**src/rtl/vrf_masked.sv**
```systemverilog
// ============================================================================
// vrf_masked -- vector register file with per-lane write mask and a hardware
//               sweep-clear sequencer.
//
// NREGS registers of LANES lanes x LANE_W bits each (VW = LANES*LANE_W bits).
// Two independent combinational read ports, one write port with a per-lane
// write mask. A sweep-clear sequencer zeroes the whole file one register per
// clock so the controller can scrub vector state without a processor reset.
//
// Parameters:
//   NREGS   number of vector registers (>= 2)
//   ADDR_W  register index width, must equal $clog2(NREGS)
//   LANES   lanes per register
//   LANE_W  bits per lane
//
// Ports:
//   clock     in   rising-edge clock
//   reset     in   asynchronous active-low reset (clears file and sequencer)
//   vreg1     in   read address, port 1
//   vreg2     in   read address, port 2
//   vregw     in   write address
//   vdataw    in   write data, lane i = vdataw[i*LANE_W +: LANE_W]
//   vwmask    in   per-lane write enable
//   VRFWrite  in   write request
//   clr_req   in   start a sweep-clear (pulse or level; ignored while busy)
//   busy      out  sweep in progress (registered)
//   wr_drop   out  write request rejected this cycle because of a sweep
//   vdata1    out  read data, port 1 (0 for an index >= NREGS)
//   vdata2    out  read data, port 2 (0 for an index >= NREGS)
//
// Build option:
//   VRF_BYPASS_EN  when defined, an accepted write is forwarded to any read
//                  port addressing the same register in the same cycle, with
//                  the write mask applied (masked lanes from vdataw, others
//                  from storage). When undefined, reads show storage only.
// ============================================================================
module vrf_masked #(
    parameter int NREGS  = 4,
    parameter int ADDR_W = 2,
    parameter int LANES  = 4,
    parameter int LANE_W = 8
) (
    input  logic                     clock,
    input  logic                     reset,
    input  logic [ADDR_W-1:0]        vreg1,
    input  logic [ADDR_W-1:0]        vreg2,
    input  logic [ADDR_W-1:0]        vregw,
    input  logic [LANES*LANE_W-1:0]  vdataw,
    input  logic [LANES-1:0]         vwmask,
    input  logic                     VRFWrite,
    input  logic                     clr_req,
    output logic                     busy,
    output logic                     wr_drop,
    output logic [LANES*LANE_W-1:0]  vdata1,
    output logic [LANES*LANE_W-1:0]  vdata2
);

    localparam int VW = LANES * LANE_W;

    // ------------------------------------------------------------------
    // Sweep sequencer state
    // ------------------------------------------------------------------
    typedef enum logic {
        IDLE  = 1'b0,
        SWEEP = 1'b1
    } state_t;

    state_t              state_reg;
    state_t              state_next;
    logic [ADDR_W-1:0]   cnt_reg;
    logic [ADDR_W-1:0]   cnt_next;

    // ------------------------------------------------------------------
    // Storage and per-register control
    // ------------------------------------------------------------------
    logic [VW-1:0]       mem_reg [NREGS];

    logic                wr_en;     // write accepted this cycle
    logic [NREGS-1:0]    wr_hit;    // accepted write targets register k
    logic [NREGS-1:0]    clr_hit;   // sweep zeroes register k at this edge

    logic [VW-1:0]       rd1_store;
    logic [VW-1:0]       rd2_store;

    // busy is a decode of the state flop, so it is itself registered.
    assign busy    = (state_reg == SWEEP);
    assign wr_drop = VRFWrite & busy;
    assign wr_en   = VRFWrite & ~busy;

    // ------------------------------------------------------------------
    // Per-register decode. Only indices below NREGS get a decoder, so a
    // write to an out-of-range index matches nothing and is silently
    // ignored without needing a separate range compare.
    // ------------------------------------------------------------------
    generate
        for (genvar gi = 0; gi < NREGS; gi++) begin : g_dec
            assign wr_hit[gi]  = wr_en && (vregw == ADDR_W'(gi));
            assign clr_hit[gi] = busy && (cnt_reg == ADDR_W'(gi));
        end
    endgenerate

    // ------------------------------------------------------------------
    // FSM: state register
    // ------------------------------------------------------------------
    always_ff @(posedge clock or negedge reset) begin
        if (!reset) begin
            state_reg <= IDLE;
            cnt_reg   <= '0;
        end else begin
            state_reg <= state_next;
            cnt_reg   <= cnt_next;
        end
    end

    // ------------------------------------------------------------------
    // FSM: next-state logic. clr_req is only looked at in IDLE, so a
    // request during a sweep neither restarts nor extends it.
    // ------------------------------------------------------------------
    always_comb begin
        state_next = state_reg;
        cnt_next   = cnt_reg;
        unique case (state_reg)
            IDLE: begin
                if (clr_req) begin
                    state_next = SWEEP;
                    cnt_next   = '0;
                end
            end
            SWEEP: begin
                if (cnt_reg == ADDR_W'(NREGS - 1)) begin
                    state_next = IDLE;
                    cnt_next   = '0;
                end else begin
                    cnt_next   = cnt_reg + ADDR_W'(1);
                end
            end
            default: begin
                state_next = IDLE;
                cnt_next   = '0;
            end
        endcase
    end

    // ------------------------------------------------------------------
    // Register file storage. Sweep clear takes priority over a write,
    // although the two never coincide because writes are blocked while
    // busy. Unmasked lanes hold their contents.
    // ------------------------------------------------------------------
    always_ff @(posedge clock or negedge reset) begin
        if (!reset) begin
            for (int k = 0; k < NREGS; k++) begin
                mem_reg[k] <= '0;
            end
        end else begin
            for (int k = 0; k < NREGS; k++) begin
                if (clr_hit[k]) begin
                    mem_reg[k] <= '0;
                end else if (wr_hit[k]) begin
                    for (int l = 0; l < LANES; l++) begin
                        if (vwmask[l]) begin
                            mem_reg[k][l*LANE_W +: LANE_W] <= vdataw[l*LANE_W +: LANE_W];
                        end
                    end
                end
            end
        end
    end

    // ------------------------------------------------------------------
    // Read muxes. An index with no matching register falls through to
    // the zero default.
    // ------------------------------------------------------------------
    always_comb begin
        rd1_store = '0;
        rd2_store = '0;
        for (int k = 0; k < NREGS; k++) begin
            if (vreg1 == ADDR_W'(k)) begin
                rd1_store = mem_reg[k];
            end
            if (vreg2 == ADDR_W'(k)) begin
                rd2_store = mem_reg[k];
            end
        end
    end

`ifdef VRF_BYPASS_EN
    // ------------------------------------------------------------------
    // Write-to-read forwarding, lane by lane. wr_en already excludes
    // dropped writes; an out-of-range write index cannot equal an
    // in-range read index that returns storage, and if both are out of
    // range the forwarded lanes would still be wrong, so qualify with a
    // hit on a real register as well.
    // ------------------------------------------------------------------
    logic byp1;
    logic byp2;

    assign byp1 = wr_en && (|wr_hit) && (vregw == vreg1);
    assign byp2 = wr_en && (|wr_hit) && (vregw == vreg2);

    generate
        for (genvar gi = 0; gi < LANES; gi++) begin : g_byp
            assign vdata1[gi*LANE_W +: LANE_W] = (byp1 && vwmask[gi])
                                               ? vdataw[gi*LANE_W +: LANE_W]
                                               : rd1_store[gi*LANE_W +: LANE_W];
            assign vdata2[gi*LANE_W +: LANE_W] = (byp2 && vwmask[gi])
                                               ? vdataw[gi*LANE_W +: LANE_W]
                                               : rd2_store[gi*LANE_W +: LANE_W];
        end
    endgenerate
`else
    assign vdata1 = rd1_store;
    assign vdata2 = rd2_store;
`endif

endmodule

```
**config.mk**
```make
export PLATFORM = sky130hd
export DESIGN_NAME = vrf_masked
export DESIGN_NICKNAME = d
export VERILOG_FILES = /design/src/rtl/vrf_masked.sv
export SDC_FILE = /design/constraint.sdc
export NUM_CORES = 1
export LEC_CHECK = 0
export ABC_AREA = 1
export BUFFER_PORTS_ARGS = -buffer_cell sky130_fd_sc_hd__buf_2
export CAP_MARGIN = 20
export CELL_PAD_IN_SITES_DETAIL_PLACEMENT = 0
export CELL_PAD_IN_SITES_GLOBAL_PLACEMENT = 2
export CORE_AREA = 10 10 143 197
export CTS_BUF_LIST = sky130_fd_sc_hd__clkbuf_16
export DETAILED_ROUTE_END_ITERATION = 7
export DIE_AREA = 0 0 153 207
export PLACE_DENSITY_LB_ADDON = 0.1
export SYNTH_ARGS = -nofsm -noshare
export SYNTH_HDL_FRONTEND = slang
export SYNTH_SLANG_ARGS = --single-unit
```
**constraint.sdc**
```tcl
create_clock -name clock -period 1.3 [get_ports clock]
set_clock_uncertainty 0.05 [all_clocks]
set_input_delay 0.13 -clock clock [delete_from_list [all_inputs] [get_ports clock]]
set_output_delay 0.13 -clock clock [all_outputs]
set_load 0.005 [all_outputs]
```
==> results.py, run 1 <==
metrics = {
    "timing": {
        "rsz0062_at_grt": "true",
        "min_period_ps": 1460,
        "finalCritPeriodShare": 1.123,
        "max_clock_freq_ghz": 0.6849,
        "relSlewSlack": 0.7507,
        "setup_viol": 86,
        "fin_hold_ws_ps": -6.872,
        "fin_ws_ps": -160.1,
        "slew_violations": 0,
        "hold_violations": 3,
        "tightest_slew_ps": 374.0,
    },
    "pwr": {
        "power_frac_clock": 0.294,
        "swShare": 0.3530,
        "ir_drop_uv": 938.3,
        "p_seq_frac": 0.315,
        "switchingPower_w": 0.006034,
        "total_leakage_power_nw": 5.697,
        "power.internal_w": 0.01106,
        "comb_power_share": 0.391,
        "power_density_nw_per_um2": 1474,
    },
    "routing": {
        "drtIter0Drc": 413,
        "drt-pass1-iter-count": 4,
        "ant_nets": 0,
        "drc": 0,
        "wire_per_inst_um": 20.93,
        "vias": 7850,
        "totalWireLength_mm": 32.73,
        "post_drt_via_cell_ratio": 5.019,
    },
    "clocking": {
        "root_buffer": "clkbuf_16",
        "cts_tree": "yes",
        "path_clk_slew_ps": 60,
        "cts_inserted_buffers": 17,
        "htreeDepth": 4,
        "clock_path_buffers": 2,
        "clock-sinks": 131,
        "clk_latency_ps": 420,
    },
    "global_route": {
        "overflow": 0,
        "grt_use_met1": 0.2327,
        "grt_pass1_vias": 7870,
        "grt_use_met2": 0.3420,
        "antenna_found_initial": 0,
        "grt_pass1_wl_mm": 48.09,
        "grt_usage": 0.1926,
        "top_usage_layer": "met2",
        "grt_max_degree": 41,
        "grtUsageMet3": 0.03192,
    },
    "final_layout": {
        "area_growth_pct": 65.87,
        "drive_gt1_frac": 0.3963,
        "num-nets-final": 1286,
        "final_area_um2": 11600,
        "largest_reg_flops": 128,
        "diodes": 0,
        "fin_cells": 1564,
    },
    "run_status": {
        "outcome": "finished with violations",
        "violations": "negative hold slack, negative setup slack",
    },
    "logic_synthesis": {
        "synth.top_cell.area_share": 0.4689,
        "syn_inst": 961,
        "yosys-top-cells-count": "428 x nand2_1, 226 x nand3_1, 131 x dfrtp_1, 64 x nand4_1, 38 x clkbuf_1",
        "yosys_warnings": 0,
        "seq_area_frac_synth": 0.4689,
        "syn-cell-area_um2": 6992,
        "ys_top_cells_by_area": "dfrtp_1 47%, nand2_1 23%, nand3_1 16%, nand4_1 5.7%, clkbuf_1 2.0%",
        "synth_nets": 1011,
        "synth_edf_count": 0,
        "yosys_most_used_dff": "dfrtp_1",
        "ys_async_sr_fraction": 1.000,
        "postSynthAreaPerCell_um2": 7.275,
        "yosys.area.top_type": "dfrtp_1",
        "yosysUniqueCellTypes": 17,
        "yosysMostFrequentCell": "nand2_1",
        "ys_seq_elements": 131,
    },
    "setup_path": {
        "reg2reg_to": "mem_reg[51]",
        "endpoint_kind": "primary output",
        "worstPathMaxFanout": 3,
        "worstPathRequired_ps": 1120,
        "rr_startpoint": "cnt_reg[1]",
        "r2r_cells": 6,
        "path_class": "reg2out",
        "ff2ff_setup_slack_ps": -30,
        "startpoint_type": "flop",
        "cp.arrival_ps": 1280,
        "endpoint": "vdata1[15]",
        "cp-startpoint": "mem_reg[47]",
    },
    "floorplan": {
        "row_count": 68,
        "io_pins": 112,
        "fp.dieW_um": 153,
        "die_y_um": 207,
        "coreArea_um2": 24500,
        "design.die.area_um2": 31670,
        "start_util": 0.2853,
    },
    "placement": {
        "place_inst": 1395,
        "port_buffers": 111,
        "place_congestion": 0.7789,
        "dpl-instance-area_um2": 8579,
        "dpl.hpwl_mm": 20.12,
    },
    "worst_hold_path": {
        "hp-class": "in2reg",
    },
    "flow_run": {
        "cap_violations": 0,
    },
}
-- kinds of logic after synthesis --
kind of cell	count (synthesis)	synth area share
AOI/OAI and AO/OA	3	0.002683
adders and majority gates	4	0.007158
buffers and inverters	77	0.04384
DFF	131	0.4689
and+or+nand+nor	746	0.4775
-- worst max-delay path, stage by stage (launching register included) --
cell and delay [ps]:
dfrtp_1 410, nand2_1 80, nand4_1 170, buf_2 190
-- timing repair --
item,CTS,global route
gates cloned,4,9
gates resized for setup,50,185
pin swaps,163,127
hold endpoints to repair,259,0
hold buffers,33,0
setup buffers,46,48
setup endpoints to repair,159,195
-- layer usage --
metal / part of all wire / up-vias
met5: 0 / -
met4: 0.020 / 0
met3: 0.032 / 42
met2: 0.52 / 161
met1: 0.43 / 3872
li1: - / 3775
-- final cells by class --
| type | count | area [um2] |
|---|---|---|
| inverter | 18 | 80.08 |
| fill | 2534 | 12910 |
| multi-input combinational | 753 | 4385 |
| sequential | 131 | 3282 |
| clock buffer | 17 | 425.4 |
| clock inverter | 15 | 173.9 |
| tap | 315 | 394.1 |
| timing repair buffer | 315 | 2856 |
-- stage by stage --
| step | utilization | setup TNS (ps) | worst slack, ps | power, W |
|---|---|---|---|---|
| after floorplan | - | -2210 | -32.14 | 0.007054 |
| after global placement | 0.3501 | -31.24 | -8.800 | 0.009322 |
| after detailed placement | 0.3501 | -1330 | -34.96 | 0.009344 |
| after CTS | 0.4151 | -7931 | -175.3 | 0.01530 |
| after global routing | 0.4733 | -11490 | -204.9 | 0.01790 |
| final | 0.4733 | -2038 | -160.1 | 0.01709 |
-- how the worst min path moves through the flow --
| stage | start | to | cells past startpoint | slack [ps] |
|---|---|---|---|---|
| floorplan | reset | busy | 0 | -220 |
| global placement | reset | mem_reg[100] | 1 | 10 |
| detailed placement | reset | mem_reg[100] | 1 | 3 |
| CTS | clr_req | cnt_reg[1] | 3 | 10 |
| global route | clr_req | cnt_reg[1] | 3 | 7 |
| finish | clr_req | busy | 3 | -7 |
-- cell usage in the layout, fill, tap and decap left out, types with 7 or more instances in the layout --
| master | count |
|---|---|
| buf_12 | 33 |
| buf_4 | 111 |
| dlygate4sd3_1 | 33 |
| nand4_1 | 64 |
| buf_6 | 17 |
| dfrtp_1 | 128 |
| nor2_2 | 7 |
| nand3_1 | 88 |
| buf_2 | 109 |
| nand3_2 | 136 |
| clkbuf_16 | 26 |
| nand3_4 | 16 |
| inv_1 | 11 |
| nand2_1 | 421 |
-- power groups by stage --
stage	Combinational, W	Sequential [W]	Clock [W]
after floorplan	0.00183	0.00522	0
after global placement	0.00392	0.00540	0
after detailed placement	0.00394	0.00540	0
after CTS	0.00489	0.00532	0.00510
after global routing	0.00715	0.00548	0.00527
final	0.00668	0.00539	0.00502
(Power assumes the default switching activity.)
==> run 2, diff against run 1 <==
--- a/config.mk
+++ b/config.mk
@@ -15,6 +15,7 @@
 export DETAILED_ROUTE_END_ITERATION = 7
 export DIE_AREA = 0 0 153 207
 export PLACE_DENSITY_LB_ADDON = 0.1
+export SKIP_LAST_GASP = 1
 export SYNTH_ARGS = -nofsm -noshare
 export SYNTH_HDL_FRONTEND = slang
 export SYNTH_SLANG_ARGS = --single-unit
==> run 2 against run 1 <==
The run still ends with negative hold slack, negative setup slack left. Sequential share of layout area rose by 0.23 points. Combinational power barely moved. Non-clock buffer count rose by 1. Count of clock-buffer cells in the layout did not move. Sequential power barely moved. Final cell count barely moved. Total power fell by 0.15%. Routed wire length fell by 2.3%. Via count fell by 1.2%. Cell area fell by 0.81%. Clock power barely moved. Worst hold slack got worse by 5.9 ps.
==> results.py, run 2 (synthesis gave the netlist of run 1 again) <==
metrics = {
    "timing": {
        "rsz0062_at_grt": "true",
        "fin_hold_ws_ps": -12.82,
        "min_period_ps": 1429,
        "fin_ws_ps": -128.9,
        "relSlewSlack": 0.7579,
        "max_clock_freq_ghz": 0.6998,
        "fin_tns_setup_ps": -2100,
        "slew_violations": 0,
        "setup_viol": 71,
        "finalCritPeriodShare": 1.099,
        "hold_violations": 3,
        "tightest_slew_ps": 363.1,
    },
    "setup_path": {
        "cp_top_family": "flip-flops",
        "rr_startpoint": "busy",
        "reg2reg_to": "mem_reg[101]",
        "worstPathRequired_ps": 1120,
        "critical_path.cell_chain": "nand2_1 > nand4_1 > buf_2",
        "crit_slowest_cell": "dfrtp_1",
        "path_class": "reg2out",
        "r2r_cells": 6,
        "endpoint_kind": "primary output",
        "cpPeakStageDelay_ps": 390,
        "worstPathMaxFanout": 3,
        "ff2ff_setup_slack_ps": -30,
        "cp-startpoint": "mem_reg[111]",
        "path_buf_inv": 1,
        "cp.arrival_ps": 1250,
        "startpoint_type": "flop",
    },
    "clocking": {
        "clock-sinks": 131,
        "clock_path_buffers": 2,
        "cts_tree": "yes",
        "htreeDepth": 4,
        "clk_latency_ps": 420,
        "cts_inserted_buffers": 17,
        "path_clk_slew_ps": 60,
        "root_buffer": "clkbuf_16",
    },
    "floorplan": {
        "row_count": 68,
        "io_pins": 112,
        "start_util": 0.2853,
        "coreArea_um2": 24500,
        "fp.dieW_um": 153,
        "die_y_um": 207,
        "design.die.area_um2": 31670,
    },
    "routing": {
        "post_drt_via_cell_ratio": 4.955,
        "vias": 7754,
        "ant_nets": 0,
        "drt-pass1-iter-count": 5,
        "totalWireLength_mm": 31.98,
        "wire_per_inst_um": 20.44,
        "drc": 0,
        "drtIter0Drc": 425,
    },
    "global_route": {
        "grt_use_met2": 0.3408,
        "grt_pass1_wl_mm": 48.02,
        "antenna_found_initial": 0,
        "top_usage_layer": "met2",
        "grt_usage": 0.1922,
        "grt_max_degree": 41,
        "grt_pass1_vias": 7876,
        "overflow": 0,
        "grtUsageMet3": 0.03192,
        "grt_use_met1": 0.2321,
    },
    "final_layout": {
        "layout.cells.most_common": "nand2_1",
        "area_growth_pct": 64.53,
        "multiInputGateArea_um2": 4327,
        "layout_common_cells": "421 x nand2_1, 128 x dfrtp_1, 126 x nand3_2",
        "fin_cells": 1565,
        "num-nets-final": 1287,
        "largest_reg_flops": 128,
        "n_fill_cell": 2520,
        "diodes": 0,
        "drive_gt1_frac": 0.3888,
        "final-seq-area_um2": 3282,
    },
    "placement": {
        "port_buffers": 111,
        "place_inst": 1395,
        "place_congestion": 0.7789,
        "dpl.hpwl_mm": 20.12,
    },
    "worst_hold_path": {
        "hp-start": "clr_req",
        "hold_depth": 3,
        "hold_path_end": "busy",
        "hp-class": "in2reg",
    },
    "pwr": {
        "power_density_nw_per_um2": 1484,
        "ir_drop_uv": 927.3,
        "p_total_w": 0.01707,
        "total_leakage_power_nw": 5.694,
    },
    "run_status": {
        "outcome": "finished with violations",
        "violations": "negative hold slack, negative setup slack",
    },
    "flow_run": {
        "cap_violations": 0,
    },
}
==> run 2: cell types whose count changed in the layout (fill, tap and decap cells not counted), moves of 2 or more <==
cell / previous run / this run
nand3_1: 88 / 98
nand3_2: 136 / 126
buf_4: 111 / 116
buf_12: 33 / 31
buf_6: 17 / 15
==> run 2: final cells by class <==
| class | count | share of cell area |
|---|---|---|
| Tap cell | 315 | 0.03426 |
| Timing Repair Buffer | 316 | 0.2453 |
| Clock buffer | 17 | 0.03698 |
| Inverter | 18 | 0.006961 |
| Multi-Input combinational cell | 753 | 0.3761 |
| Sequential cell | 131 | 0.2853 |
| Clock inverter | 15 | 0.01512 |
==> run 2: metrics by stage <==
step	area [um2]	util	worst slack, ps
floorplan	7020	-	-32.14
global placement	8579	0.3501	-8.800
detailed placement	8579	0.3501	-34.96
CTS	10060	0.4105	-175.3
global route	11500	0.4695	-205.6
finish	11500	0.4695	-128.9
==> run 2: report_power, final <==
group	internal (W)	total, W	switching (W)	leakage [nW]
sequential	0.00476	0.00538	0.000623	1.80
combinational	0.00315	0.00668	0.00352	3.59
clock	0.00316	0.00500	0.00185	0.303
==> run 2: how the worst max path moves through the flow <==
stage | endpoint | cells past startpoint
finish | vdata1[15] | 3
global route | vdata1[15] | 3
CTS | vdata1[15] | 3
detailed placement | mem_reg[33] | 6
global placement | mem_reg[5] | 6
floorplan | mem_reg[40] | 6
==> run 2: worst reg2reg max path, stage by stage, from the launching register on <==
cell     delay [ps]
dfrtp_2         440
nor2_4          160
buf_12          180
nand3_4         120
buf_6           170
nand3_2          60
nand2_1          60
==> run 2: routing by layer <==
| layer | part of all wire | vias to the layer above |
|---|---|---|
| li1 | - | 3780 |
| met1 | 0.42 | 3778 |
| met2 | 0.52 | 152 |
| met3 | 0.034 | 44 |
| met4 | 0.023 | 0 |
| met5 | 0 | - |
==> run 2: repair_timing <==
item | in CTS | in global routing
hold buffers | 33 | 0
cloned | 4 | 8
endpoints found under the setup margin | 159 | 195
pin swaps | 154 | 108
buffers inserted | 46 | 50
gates resized for setup | 29 | 189
hold endpoints to repair | 259 | 0
==> run 3, diff against run 2 <==
--- a/config.mk
+++ b/config.mk
@@ -11,9 +11,10 @@
 export CELL_PAD_IN_SITES_DETAIL_PLACEMENT = 0
 export CELL_PAD_IN_SITES_GLOBAL_PLACEMENT = 2
 export CORE_AREA = 10 10 143 197
-export CTS_BUF_LIST = sky130_fd_sc_hd__clkbuf_16
+export CTS_BUF_LIST = sky130_fd_sc_hd__clkbuf_4 sky130_fd_sc_hd__clkbuf_8 sky130_fd_sc_hd__clkbuf_16
 export DETAILED_ROUTE_END_ITERATION = 7
 export DIE_AREA = 0 0 153 207
+export GPL_ROUTABILITY_DRIVEN = 0
 export PLACE_DENSITY_LB_ADDON = 0.1
 export SKIP_LAST_GASP = 1
 export SYNTH_ARGS = -nofsm -noshare
==> run 3 against run 2 <==
The run still ends with negative hold slack, negative setup slack left. Global-route usage about the same. Non-clock buffer count down 11. Routed wire length increased by 0.13%. Final cell count is 0.70% lower. Register-to-register slack got worse by 20 ps. Sequential share of layout area is 1.0 points higher. Clock power rose by 5.4%. Worst setup slack better by 5.7 ps. Cell area decreased by 3.5%. Critical path depth did not move. First-iteration DRC count grew 3.1%. Via count decreased by 0.23%. Critical endpoint is now vdata2[15]. Largest cell class unchanged. Highest routed layer unchanged.
==> results.py, run 3 (synthesis gave the netlist of run 1 again) <==
metrics = {
    "timing": {
        "hold_violations": 3,
        "fin_ws_ps": -123.2,
        "finalCritPeriodShare": 1.095,
        "min_period_ps": 1423,
        "fin_hold_ws_ps": -14.50,
        "relSlewSlack": 0.7552,
        "slew_violations": 0,
        "tightest_slew_ps": 367.3,
        "max_clock_freq_ghz": 0.7026,
        "rsz0062_at_grt": "true",
        "setup_viol": 85,
    },
    "worst_hold_path": {
        "hold_depth": 3,
        "hp-class": "in2reg",
        "hold_path_end": "busy",
        "hp-start": "clr_req",
    },
    "setup_path": {
        "path_class": "reg2out",
        "reg2reg_to": "mem_reg[125]",
        "worstPathRequired_ps": 1120,
        "worstPathMaxFanout": 3,
        "rr_startpoint": "busy",
        "startpoint_type": "flop",
        "ff2ff_setup_slack_ps": -50,
        "endpoint_kind": "primary output",
        "r2r_cells": 6,
        "cp.arrival_ps": 1240,
    },
    "clocking": {
        "cts_tree": "yes",
        "root_buffer": "clkbuf_16",
        "clk_latency_ps": 420,
        "htreeDepth": 4,
        "clock_path_buffers": 2,
        "path_clk_slew_ps": 60,
        "cts_inserted_buffers": 17,
        "clock-sinks": 131,
    },
    "floorplan": {
        "coreArea_um2": 24500,
        "row_count": 68,
        "design.die.area_um2": 31670,
        "start_util": 0.2853,
        "fp.dieW_um": 153,
        "die_y_um": 207,
        "io_pins": 112,
    },
    "placement": {
        "port_buffers": 111,
        "dp_slack_ps": -34.96,
        "place_inst": 1395,
        "dpl.hpwl_mm": 20.12,
    },
    "global_route": {
        "antenna_found_initial": 0,
        "grt_pass1_wl_mm": 48.02,
        "overflow": 0,
        "grt_pass1_vias": 7883,
        "grt_usage": 0.1922,
        "grt_max_degree": 41,
    },
    "flow_run": {
        "cap_violations": 0,
    },
    "final_layout": {
        "diodes": 0,
        "area_growth_pct": 58.82,
        "fin_cells": 1554,
        "drive_gt1_frac": 0.3398,
        "layout.cells.most_common": "nand2_1",
        "num-nets-final": 1276,
        "largest_reg_flops": 128,
        "layout_common_cells": "422 x nand2_1, 157 x nand3_1, 128 x dfrtp_1",
        "n_fill_cell": 2557,
    },
    "routing": {
        "post_drt_via_cell_ratio": 4.978,
        "drc": 0,
        "ant_nets": 0,
        "totalWireLength_mm": 32.03,
        "drt-pass1-iter-count": 5,
        "vias": 7736,
        "drtIter0Drc": 438,
        "wire_per_inst_um": 20.61,
    },
    "run_status": {
        "violations": "negative hold slack, negative setup slack",
        "outcome": "finished with violations",
    },
    "pwr": {
        "total_leakage_power_nw": 5.595,
        "ir_drop_uv": 954.0,
        "p_total_w": 0.01688,
        "power_density_nw_per_um2": 1520,
    },
}
==> run 3: cell count changes in the layout (fill, tap and decap cells not counted), moves of 4 or more <==
cell / delta
nand3_1: +59
nand3_2: -58
buf_6: -5
buf_4: -4
==> run 3: final cells by class <==
class                           instances  area [um2]  area share
Timing Repair Buffer                  305        2680      0.2414
Tap cell                              315       394.1     0.03549
Clock buffer                           23       489.2     0.04406
Sequential cell                       131        3282      0.2955
Clock inverter                          9       151.4     0.01363
Multi-Input combinational cell        753        4030      0.3629
Inverter                               18       77.57    0.006986
==> run 3: critical path, cell delays in order, from the launching register on <==
cell and delay, ps:
dfrtp_1 410, nand2_1 70, nand4_1 160, buf_2 180
==> run 3: what timing repair did <==
action	4_1_cts	5_1_grt
hold buffers	33	0
pin swaps	153	92
endpoints found under the setup margin	159	195
hold endpoints to repair	259	0
gates cloned	4	6
buffers inserted	46	41
gates resized for setup	29	125
==> run 3: stage by stage <==
stage	TNS [ps]	utilization	area (um2)
after floorplan	-2210	-	7020
after global placement	-31.24	0.3501	8579
after detailed placement	-1330	0.3501	8579
after CTS	-10610	0.4122	10100
after global routing	-12280	0.4532	11100
final	-2345	0.4532	11100
==> run 3: layer usage <==
layer  wire length [um]  global-route usage  vias to the layer above
li1                   -                   -                     3756
met1              13640              0.2321                     3776
met2              16650              0.3411                      166
met3               1053             0.03192                       38
met4                688             0.05457                        0
met5                  0                   0                        -
==> run 3: worst max path at each step <==
stage	start	endpoint	slack (ps)
after floorplan	busy	mem_reg[40]	-30
after global placement	busy	mem_reg[5]	-9
after detailed placement	busy	mem_reg[33]	-30
after CTS	mem_reg[111]	vdata1[15]	-180
after global routing	mem_reg[111]	vdata1[15]	-200
final	mem_reg[47]	vdata2[15]	-120
==> run 3: where the power goes <==
group / switching (W) / internal, W / total [W]
clock: 0.00185 / 0.00342 / 0.00527
sequential: 0.000604 / 0.00476 / 0.00537
combinational: 0.00331 / 0.00293 / 0.00624
total: 0.00576 / 0.0111 / 0.0169
